## config.mk

```make
export PLATFORM = sky130hd
export DESIGN_NAME = mem_init_fill
export DESIGN_NICKNAME = d
export VERILOG_FILES = /design/src/rtl/mem_init_pkg.sv /design/src/rtl/mem_init_datagen.sv /design/src/rtl/mem_init_fill.sv
export SDC_FILE = /design/constraint.sdc
export NUM_CORES = 1
export LEC_CHECK = 0
export CELL_PAD_IN_SITES_DETAIL_PLACEMENT = 0
export CELL_PAD_IN_SITES_GLOBAL_PLACEMENT = 1
export CORE_ASPECT_RATIO = 1.4
export CORE_MARGIN = 2
export CORE_UTILIZATION = 30
export CTS_CLUSTER_DIAMETER = 100
export DETAILED_ROUTE_END_ITERATION = 10
export PLACE_DENSITY_LB_ADDON = 0.05
export SLEW_MARGIN = 20
export SYNTH_ARGS = -nofsm -noshare
export SYNTH_HDL_FRONTEND = slang
export SYNTH_SLANG_ARGS = --single-unit
export TNS_END_PERCENT = 10
```

## constraint.sdc

```tcl
create_clock -name clk -period 3.9 [get_ports clk]
set_input_delay 0.78 -clock clk [delete_from_list [all_inputs] [get_ports clk]]
set_output_delay 0.78 -clock clk [all_outputs]
set_load 0.005 [all_outputs]
```

## src/rtl/mem_init_pkg.sv

```systemverilog
// Shared types for the memory-initialisation fill engine.
package mem_init_pkg;

  localparam int unsigned DEF_ADDR_W = 8;
  localparam int unsigned DEF_DATA_W = 8;

  // Fill pattern; the reserved code behaves as identity.
  typedef enum logic [1:0] {
    MODE_IDENT = 2'd0,
    MODE_CONST = 2'd1,
    MODE_DESC  = 2'd2,
    MODE_RSVD  = 2'd3
  } fill_mode_e;

  // Engine control state.
  typedef enum logic {
    IDLE = 1'b0,
    FILL = 1'b1
  } state_e;

endpackage

```

## src/rtl/mem_init_datagen.sv

```systemverilog
// Registered address/data pattern generator for the fill engine.
module mem_init_datagen
  import mem_init_pkg::*;
#(
  parameter int unsigned ADDR_W = DEF_ADDR_W,
  parameter int unsigned DATA_W = DEF_DATA_W
) (
  input  logic              clk,
  input  logic              rst,
  input  logic              load,
  input  logic              advance,
  input  fill_mode_e        mode,
  input  logic [ADDR_W-1:0] base,
  input  logic [ADDR_W:0]   len,
  input  logic [DATA_W-1:0] fill,
  output logic [ADDR_W-1:0] addr,
  output logic [DATA_W-1:0] wrdata
);

  // Remaining-count register feeding the descending pattern (len-1-i).
  logic [ADDR_W-1:0] desc_q;
  logic [ADDR_W-1:0] addr_nx;
  logic [ADDR_W-1:0] desc_nx;
  logic [DATA_W-1:0] data_nx;

  // Next address/count/data: load starts the range, advance steps it.
  always_comb begin
    addr_nx = addr;
    desc_nx = desc_q;
    data_nx = wrdata;
    if (load) begin
      addr_nx = base;
      desc_nx = ADDR_W'(len - (ADDR_W + 1)'(1));
    end else if (advance) begin
      addr_nx = addr + ADDR_W'(1);
      desc_nx = desc_q - ADDR_W'(1);
    end
    if (load || advance) begin
      case (mode)
        MODE_CONST: data_nx = fill;
        MODE_DESC:  data_nx = DATA_W'(desc_nx);
        default:    data_nx = DATA_W'(addr_nx);
      endcase
    end
  end

  // Pattern registers; held unchanged on stall.
  always_ff @(posedge clk) begin
    if (rst) begin
      addr   <= '0;
      desc_q <= '0;
      wrdata <= '0;
    end else begin
      addr   <= addr_nx;
      desc_q <= desc_nx;
      wrdata <= data_nx;
    end
  end

endmodule

```

## src/rtl/mem_init_fill.sv

```systemverilog
// Programmable-range RAM fill engine with grant-based write handshake.
module mem_init_fill
  import mem_init_pkg::*;
#(
  parameter int unsigned ADDR_W = DEF_ADDR_W,
  parameter int unsigned DATA_W = DEF_DATA_W
) (
  input  logic              clk,
  input  logic              rst,
  input  logic              en,
  output logic              rdy,
  input  logic [1:0]        mode,
  input  logic [ADDR_W-1:0] base,
  input  logic [ADDR_W:0]   len,
  input  logic [DATA_W-1:0] fill,
  input  logic              abort,
  input  logic              gnt,
  output logic [ADDR_W-1:0] addr,
  output logic [DATA_W-1:0] wrdata,
  output logic              wren,
  output logic              done
);

  state_e            state_q, state_d;
  fill_mode_e        mode_q;
  logic [ADDR_W-1:0] base_q;
  logic [ADDR_W:0]   len_q;
  logic [DATA_W-1:0] fill_q;
  logic [ADDR_W-1:0] idx_q, idx_d;

  logic rdy_d, wren_d, done_d;
  logic load_c, advance_c, last_c;

  fill_mode_e        gen_mode_c;
  logic [ADDR_W-1:0] gen_base_c;
  logic [ADDR_W:0]   gen_len_c;
  logic [DATA_W-1:0] gen_fill_c;

  // Final word of the range is the one at index len-1.
  assign last_c = ({1'b0, idx_q} == (len_q - (ADDR_W + 1)'(1)));

  // Generator sees the incoming request on the accept cycle, latched copy after.
  assign gen_mode_c = load_c ? fill_mode_e'(mode) : mode_q;
  assign gen_base_c = load_c ? base : base_q;
  assign gen_len_c  = load_c ? len  : len_q;
  assign gen_fill_c = load_c ? fill : fill_q;

  // Next-state and registered-output decode.
  always_comb begin
    state_d   = state_q;
    rdy_d     = rdy;
    wren_d    = wren;
    done_d    = 1'b0;
    load_c    = 1'b0;
    advance_c = 1'b0;
    idx_d     = idx_q;
    unique case (state_q)
      IDLE: begin
        rdy_d  = 1'b1;
        wren_d = 1'b0;
        if (en) begin
          load_c = 1'b1;
          idx_d  = '0;
          if (len == '0) begin
            done_d = 1'b1;
          end else begin
            state_d = FILL;
            rdy_d   = 1'b0;
            wren_d  = 1'b1;
          end
        end
      end
      FILL: begin
        rdy_d  = 1'b0;
        wren_d = 1'b1;
        if (abort) begin
          state_d = IDLE;
          rdy_d   = 1'b1;
          wren_d  = 1'b0;
        end else if (gnt) begin
          if (last_c) begin
            state_d = IDLE;
            rdy_d   = 1'b1;
            wren_d  = 1'b0;
            done_d  = 1'b1;
          end else begin
            advance_c = 1'b1;
            idx_d     = idx_q + ADDR_W'(1);
          end
        end
      end
      default: state_d = IDLE;
    endcase
  end

  // State, index, latched request and handshake outputs.
  always_ff @(posedge clk) begin
    if (rst) begin
      state_q <= IDLE;
      idx_q   <= '0;
      mode_q  <= MODE_IDENT;
      base_q  <= '0;
      len_q   <= '0;
      fill_q  <= '0;
      rdy     <= 1'b1;
      wren    <= 1'b0;
      done    <= 1'b0;
    end else begin
      state_q <= state_d;
      idx_q   <= idx_d;
      rdy     <= rdy_d;
      wren    <= wren_d;
      done    <= done_d;
      if (load_c) begin
        mode_q <= fill_mode_e'(mode);
        base_q <= base;
        len_q  <= len;
        fill_q <= fill;
      end
    end
  end

  // Address/data pattern generation.
  mem_init_datagen #(
    .ADDR_W (ADDR_W),
    .DATA_W (DATA_W)
  ) u_datagen (
    .clk     (clk),
    .rst     (rst),
    .load    (load_c),
    .advance (advance_c),
    .mode    (gen_mode_c),
    .base    (gen_base_c),
    .len     (gen_len_c),
    .fill    (gen_fill_c),
    .addr    (addr),
    .wrdata  (wrdata)
  );

endmodule
```

==> results of run 1 <==
==> cell families (layout without fill, tap and decap cells) <==
kind of cell,count (synthesis),in the layout
adder cells (fa/ha/maj),7,7
AND/OR/NAND/NOR,182,182
AO/OA/AOI/OAI,99,99
XOR/XNOR,27,27
flip-flops,54,54
buffers and inverters,38,87
multiplexers,14,14
==> power groups by stage <==
stage	Clock, uW	Combinational [uW]	Sequential, uW
after floorplan	0	230	636
after global placement	0	393	646
after detailed placement	0	392	646
after CTS	544	395	633
after global routing	557	432	639
final	527	389	633
==> final timing paths <==
check,startpoint,endpoint,cells after the start
setup / recovery,en,u_datagen.wrdata[6]$_SDFFE_PP0P_,12
hold / removal,fill_q[4]$_SDFF_PP0_,fill_q[4]$_SDFF_PP0_,2
setup reg to reg,len_q[0]$_SDFF_PP0_,u_datagen.wrdata[6]$_SDFFE_PP0P_,10
hold reg to reg,fill_q[4]$_SDFF_PP0_,fill_q[4]$_SDFF_PP0_,2
==> Yosys cell counts (all sizes together) (3+ instances only) <==
library cell   n
nand3b         6
buf            7
nand3         17
clkbuf        16
a2111oi        3
nor3b          4
nand2         49
xnor2         14
o21ai         23
ha             7
nor3          20
o211ai         3
mux2i         13
and3           8
nand4          3
or2            3
or3            3
nand2b         5
xor2          13
dfxtp         54
a21oi         35
a311oi         3
nor2          54
a211oi        12
inv           15
==> per-stage QoR <==
| stage | hold WS, ps | utilization |
|---|---|---|
| after global placement | 461.2 | 0.3693 |
| final | 467.5 | 0.3848 |
| after global routing | 498.3 | 0.3848 |
| after floorplan | 444.2 | - |
| after detailed placement | 460.9 | 0.3693 |
| after CTS | 472.1 | 0.3848 |
==> registers in the layout (all words and copies together), names as in the netlist <==
name	flops
fill_q	8
rdy	1
u_datagen.desc_q	8
mode_q	2
idx_q	8
u_datagen.addr	8
state_q	1
len_q	9
u_datagen.wrdata	8
done	1
==> metal layers <==
metal  up-vias  wire length [um]
met5         -                 0
met3         7               227
li1       1587                 -
met1      1474              4461
met4         0               116
met2        43              5721
==> worst max-delay path, cell delays in order <==
cell	delay (ps)
clkdlybuf4s50_1	480
nor2b_4	330
nor2_1	80
a21oi_1	170
ha_1	210
inv_1	70
nor2_1	130
xnor2_1	80
a211o_1	300
a211oi_1	380
a2bb2oi_1	140
a311oi_1	240
==> final cells by class <==
cell class | count | area, sq um | share of cell area
Clock buffer | 6 | 128.9 | 0.03115
Clock inverter | 2 | 37.54 | 0.009072
Inverter | 15 | 56.30 | 0.01361
Multi-Input combinational cell | 329 | 2039 | 0.4929
Sequential cell | 54 | 1081 | 0.2613
Tap cell | 141 | 176.4 | 0.04264
Timing Repair Buffer | 64 | 618.1 | 0.1494
==> parameters.txt, run 1 <==
Parameter                              Value

Global route
  Pin count of the biggest net entering global routing    34
  Met3 track utilization from global routing    0.02476
  Vias in the first global route    roughly 3200
  GR Util met2    0.3564
  Global-route track usage on met1    0.2070
  Number of antenna violations at the first check in global routing    0
  Wire length of the first global-routing pass    around 17000 um
  Global routing usage summed across all routing layers    0.1833
  Overall overflow remaining after global route    0
  Most used routing layer in global routing    met2

STA
  Worst-case clock skew    between 6 and 7 ps
  Count of endpoints failing hold in the final timing report    0
  RSZ-0062 raised after global routing    no
  Number of failing setup endpoints in the final timing report    0
  Transition at the pin with the smallest max-transition slack    approximately 860 ps
  Post-layout worst setup margin    710.4 ps
  Fmax    313.5 MHz
  Final sum of negative setup slack    0 ps
  Fin crit period    approximately 3200 ps
  Tcrit/Tclk final    0.8178
  Max-slew headroom    0.4210
  Number of max-slew violations in the final report    0

Pwr
  Internal power summed over all cells    between 1000 and 1500 uW
  Maximum vdd drop    between 0.1 and 0.15 mV
  Power density relative to cell area    374.3 nW/um^2
  Switching share of power    0.3059
  Leak    0.001587 uW
  Register share of total power    0.409
  Combinational group share of total power    0.251
  Design Power    1549 uW
  Part of the power in the clock network    0.340
  P_sw    between 400 and 500 uW

Setup path
  Crit end category    flip-flop
  Critical setup path kind    in2reg
  Startpoint kind of the worst setup timing path    primary input
  Data required time at the worst endpoint    slightly above 4000 ps
  Crit Path Max Fanout    10
  Register-to-register setup slack    approximately 830 ps
  Critical Path AT    roughly 3400 ps

Synthesis
  Synth Area in Simple Gates    0.2735
  Share of synthesized cell area in full adder, half adder and majority cells    0.02681
  Main combinational cell family by area after synthesis    simple AND/OR/NAND/NOR gates
  Yosys synthesis warning count    0
  Multiplexer share of the synthesized area    0.04328
  Sequential element share of the synthesized area    0.3309
  Top post-synthesis cells by area    dfxtp_1, nor2_1, nand2_1
  Post-synthesis cell type count    61
  Proportion of synthesized flip-flops having asynchronous set or reset    0
  Number of nets in the synthesized netlist    460
  Combined area of all synthesized cells    about 3300 sq um
  Compound-gate portion of the synthesized area    0.2061
  Share of Yosys cell area claimed by the top area cell type    0.3309
  Post-synthesis cell type with the largest combined area    dfxtp_1
  Count of flip-flops with a built-in enable after synthesis    0
  Number of synthesized register bits    54
  Synthesized area divided by synthesized cell count    between 7 and 8 sq um
  Share of the synthesized netlist area taken by xor and xnor gates    0.07239
  Gate Count Post-Synth    421
  Predominant post-synthesis flop cell    dfxtp_1

Die
  Vertical die dimension    ~130 um
  Std cell rows    45
  Initial Utilization    0.3038
  Die boundary width    slightly above 90 um
  Core region area    roughly 11000 sq um
  Die ar.    approximately 12000 sq um
  Top-level I/O count    a little over 50

Placement
  Number of instances in the placed design    603
  Detailed-placement wirelength estimate    ~8000 um
  Total of buffers placed on input and output ports    50
  Routability Congestion    between 0.7 and 0.8
  Total cell area at the placement stage    3971 sq um
  Minimum setup slack after placement    439.4 ps

Layout
  Diode count    0
  Most frequent cells in the layout    nor2_1, dfxtp_1, clkdlybuf4s50_1
  Final design area excluding fillers    between 4000 and 5000 sq um
  Share of final-layout standard cells stronger than drive strength 1    0.07234
  Fill cell instance count of the final layout    about 1100
  Number of standard cells in the final layout excluding fillers    611
  Synth-to-Final Area Change    26.66%
  Count of nets after finishing    between 500 and 600

Detailed routing
  Mean routed wirelength per cell    about 17 um
  Via count    3111
  Total iterations of the first detailed-routing run    4
  Initial detailed-routing violation count    90
  Number of design rule violations left after detail routing    0
  Post-route ant nets    0
  Vias per std cell    5.092
  Total Wirelength    between 10000 and 15000 um

CTS
  Bufs on Longest Clock Path    2
  Hold-fix buffers at CTS    0
  Clock-pin slew on the worst setup and hold paths    70 ps
  Post-CTS Resized    0
  Clock buffers created by TritonCTS    5
  Root Buffer    clkbuf_16
  Clock Latency Late Sink    about 300 ps
  Post-CTS setup buffer count    0
  TritonCTS clock tree    yes
  Sink count of the clock tree    54
  Maximum level of the CTS H-tree    2

Min path
  Worst min path class    reg2reg

Run
  Max-capacitance violation count    0

Outcome
  Result of the run    finished, final reports clean
No activity file was read; power rests on OpenSTA's default activity.
==> inputs of run 2 (changes only) <==
Clock period 3.9 ns to 2.7 ns, I/O delays scaled along.
==> run 2 against run 1 <==
Sequential power grew 44%. Combinational power increased by 79%. Critical path depth shrank 2. Flip-flop and latch count unchanged. Global-route usage grew 0.91 points. Clock power is 45% higher. Non-clock buffer count grew 55. Sequential share of layout area fell by 3.1 points. Cell area increased by 14%. Total power up 53%. Worst hold slack worse by 1.1 ps. Critical path type unchanged. Largest cell class unchanged. Largest power group unchanged.
==> parameters.txt, run 2 (same netlist as run 1, synthesis figures left out) <==
Parameter                              Value

STA
  Final sum of negative setup slack    0 ps
  RSZ-0062 raised after global routing    no
  Fin crit period    about 2600 ps
  Number of failing setup endpoints in the final timing report    0
  Fmax    ~380 MHz
  Tcrit/Tclk final    0.9678
  Max-slew headroom    0.5705
  Number of max-slew violations in the final report    0
  Transition at the pin with the smallest max-transition slack    between 600 and 700 ps
  Count of endpoints failing hold in the final timing report    0
  Worst-case clock skew    ~4.1 ps

Detailed routing
  Initial detailed-routing violation count    approximately 180
  Mean routed wirelength per cell    roughly 17 um
  Total iterations of the first detailed-routing run    4
  Number of design rule violations left after detail routing    0
  Vias per std cell    roughly 5
  Via count    3319
  Total Wirelength    approximately 11000 um
  Post-route ant nets    0

Layout
  Fill cell instance count of the final layout    1088
  Most frequent cells in the layout    buf_4, dfxtp_1, nor2_1
  Synth-to-Final Area Change    43.85%
  Register with the most flip-flops    len_q
  Max FFs per register    9
  Most common cell after layout, fill and taps aside    buf_4
  Share of final-layout standard cells stronger than drive strength 1    0.2114
  Count of nets after finishing    563
  Final design area excluding fillers    around 4700 sq um
  Diode count    0

Setup path
  Crit Path Max Fanout    9
  Register-to-register setup slack    about 100 ps
  Length in cells of the worst reg-to-reg path    13
  Startpoint kind of the worst setup timing path    primary input
  Critical Path AT    about 2800 ps
  Destination of the worst register-to-register timing path    u_datagen.wrdata[7]$_SDFFE_PP0P_
  Critical setup path kind    in2reg
  Data required time at the worst endpoint    2900 ps
  Worst flop-to-flop path startpoint    len_q[0]$_SDFF_PP0_
  Crit end category    flip-flop

Global route
  Pin count of the biggest net entering global routing    34
  Wire length of the first global-routing pass    between 15000 and 20000 um
  Global routing usage summed across all routing layers    0.1923
  Number of antenna violations at the first check in global routing    0
  Vias in the first global route    3329
  Overall overflow remaining after global route    0

Die
  Top-level I/O count    between 50 and 60
  Die ar.    11750 sq um
  Die boundary width    about 92 um
  Core region area    roughly 11000 sq um
  Initial Utilization    0.3038
  Vertical die dimension    127.5 um
  Std cell rows    45

Pwr
  Design Power    around 2400 uW
  Maximum vdd drop    about 0.28 mV
  Leak    ~0.0019 uW
  Power density relative to cell area    approximately 500 nW/um^2

CTS
  Clock-pin slew on the worst setup and hold paths    ~70 ps
  Sink count of the clock tree    between 50 and 60
  Bufs on Longest Clock Path    2
  Clock buffers created by TritonCTS    5
  Root Buffer    clkbuf_16
  Clock Latency Late Sink    around 300 ps
  Maximum level of the CTS H-tree    2
  TritonCTS clock tree    yes

Placement
  Total of buffers placed on input and output ports    50
  Total cell area at the placement stage    4380 sq um
  Routability Congestion    around 0.83
  Detailed-placement wirelength estimate    8533 um

Min path
  Startpoint of the tightest hold check path    fill_q[4]$_SDFF_PP0_
  Worst Hold Depth    2
  Worst min path class    reg2reg
  Sink of the worst hold path    fill_q[4]$_SDFF_PP0_

Outcome
  Result of the run    finished, final reports clean

Run
  Max-capacitance violation count    0
==> run 2: changes by cell type in the layout (fill, tap and decap cells not counted), sizes merged <==
| cell | before | now |
|---|---|---|
| buf | 14 | 69 |
==> run 2: worst max-delay path: stages <==
cell,delay [ps]
clkdlybuf4s50_1,480
nor2b_4,160
buf_12,140
mux2i_2,220
inv_1,70
ha_2,180
buf_4,140
and3_1,140
or4_1,510
a41o_1,220
==> run 2: per-stage QoR <==
step / setup WS (ps) / utilization / hold slack, ps / std cells
final: 87.07 / 0.4370 / 466.4 / 666
after global routing: 4.333 / 0.4370 / 482.7 / 666
after CTS: -11.02 / 0.4271 / 472.1 / 666
after detailed placement: -490.8 / 0.4073 / 461.0 / 657
after global placement: -458.4 / 0.4073 / 454.1 / 657
after floorplan: -23.99 / - / 444.2 / 421
==> run 2: how the worst max path moves through the flow <==
stage                             start                               end  slack [ps]  cells past startpoint
floorplan                            en  u_datagen.wrdata[5]$_SDFFE_PP0P_         -20                     11
global placement                     en  u_datagen.wrdata[2]$_SDFFE_PP0P_        -460                     10
detailed placement                   en  u_datagen.wrdata[2]$_SDFFE_PP0P_        -490                     10
CTS                 len_q[0]$_SDFF_PP0_  u_datagen.wrdata[7]$_SDFFE_PP0P_         -10                     13
global route                         en  u_datagen.wrdata[5]$_SDFFE_PP0P_           4                     11
finish                               en  u_datagen.wrdata[5]$_SDFFE_PP0P_          90                     10
==> run 2: cell type report <==
class	count	area, sq um	share of cell area
sequential	54	1081	0.2300
multi-input combinational	329	2176	0.4630
clock inverter	2	37.54	0.007987
clock buffer	6	128.9	0.02742
timing repair buffer	119	1044	0.2220
inverter	15	56.30	0.01198
tap	141	176.4	0.03754
==> run 2: where the power goes <==
group / total [uW] / internal (uW) / switching, uW / leakage [uW]
Clock: 763 / 439 / 323 / 0.0000771
Sequential: 914 / 856 / 58.4 / 0.000444
Combinational: 697 / 352 / 345 / 0.00135
Total: 2370 / 1650 / 727 / 0.00187
==> run 2: layer usage <==
metal,part of all wire,vias to the layer above,GRT usage,routed length [um]
li1,-,1700,-,-
met3,0.021,8,0.02005,234
met5,0,-,0,0
met2,0.55,52,0.3759,6045
met4,0.013,0,0.05619,143
met1,0.42,1559,0.2167,4572
==> run 2: what timing repair did <==
item                                    CTS  global route
hold buffers                              0             0
endpoints found under the setup margin   13            13
setup buffers                             1             0
gates resized for setup                   7            24
pin swaps                                 0             4
==> inputs of run 3 (changes only) <==
Settings changed: ABC_AREA from default to 0, SLEW_MARGIN 20 to 5.
==> results of run 3 <==
No change in the layout: final DEF, timing and power equal those of run 2.
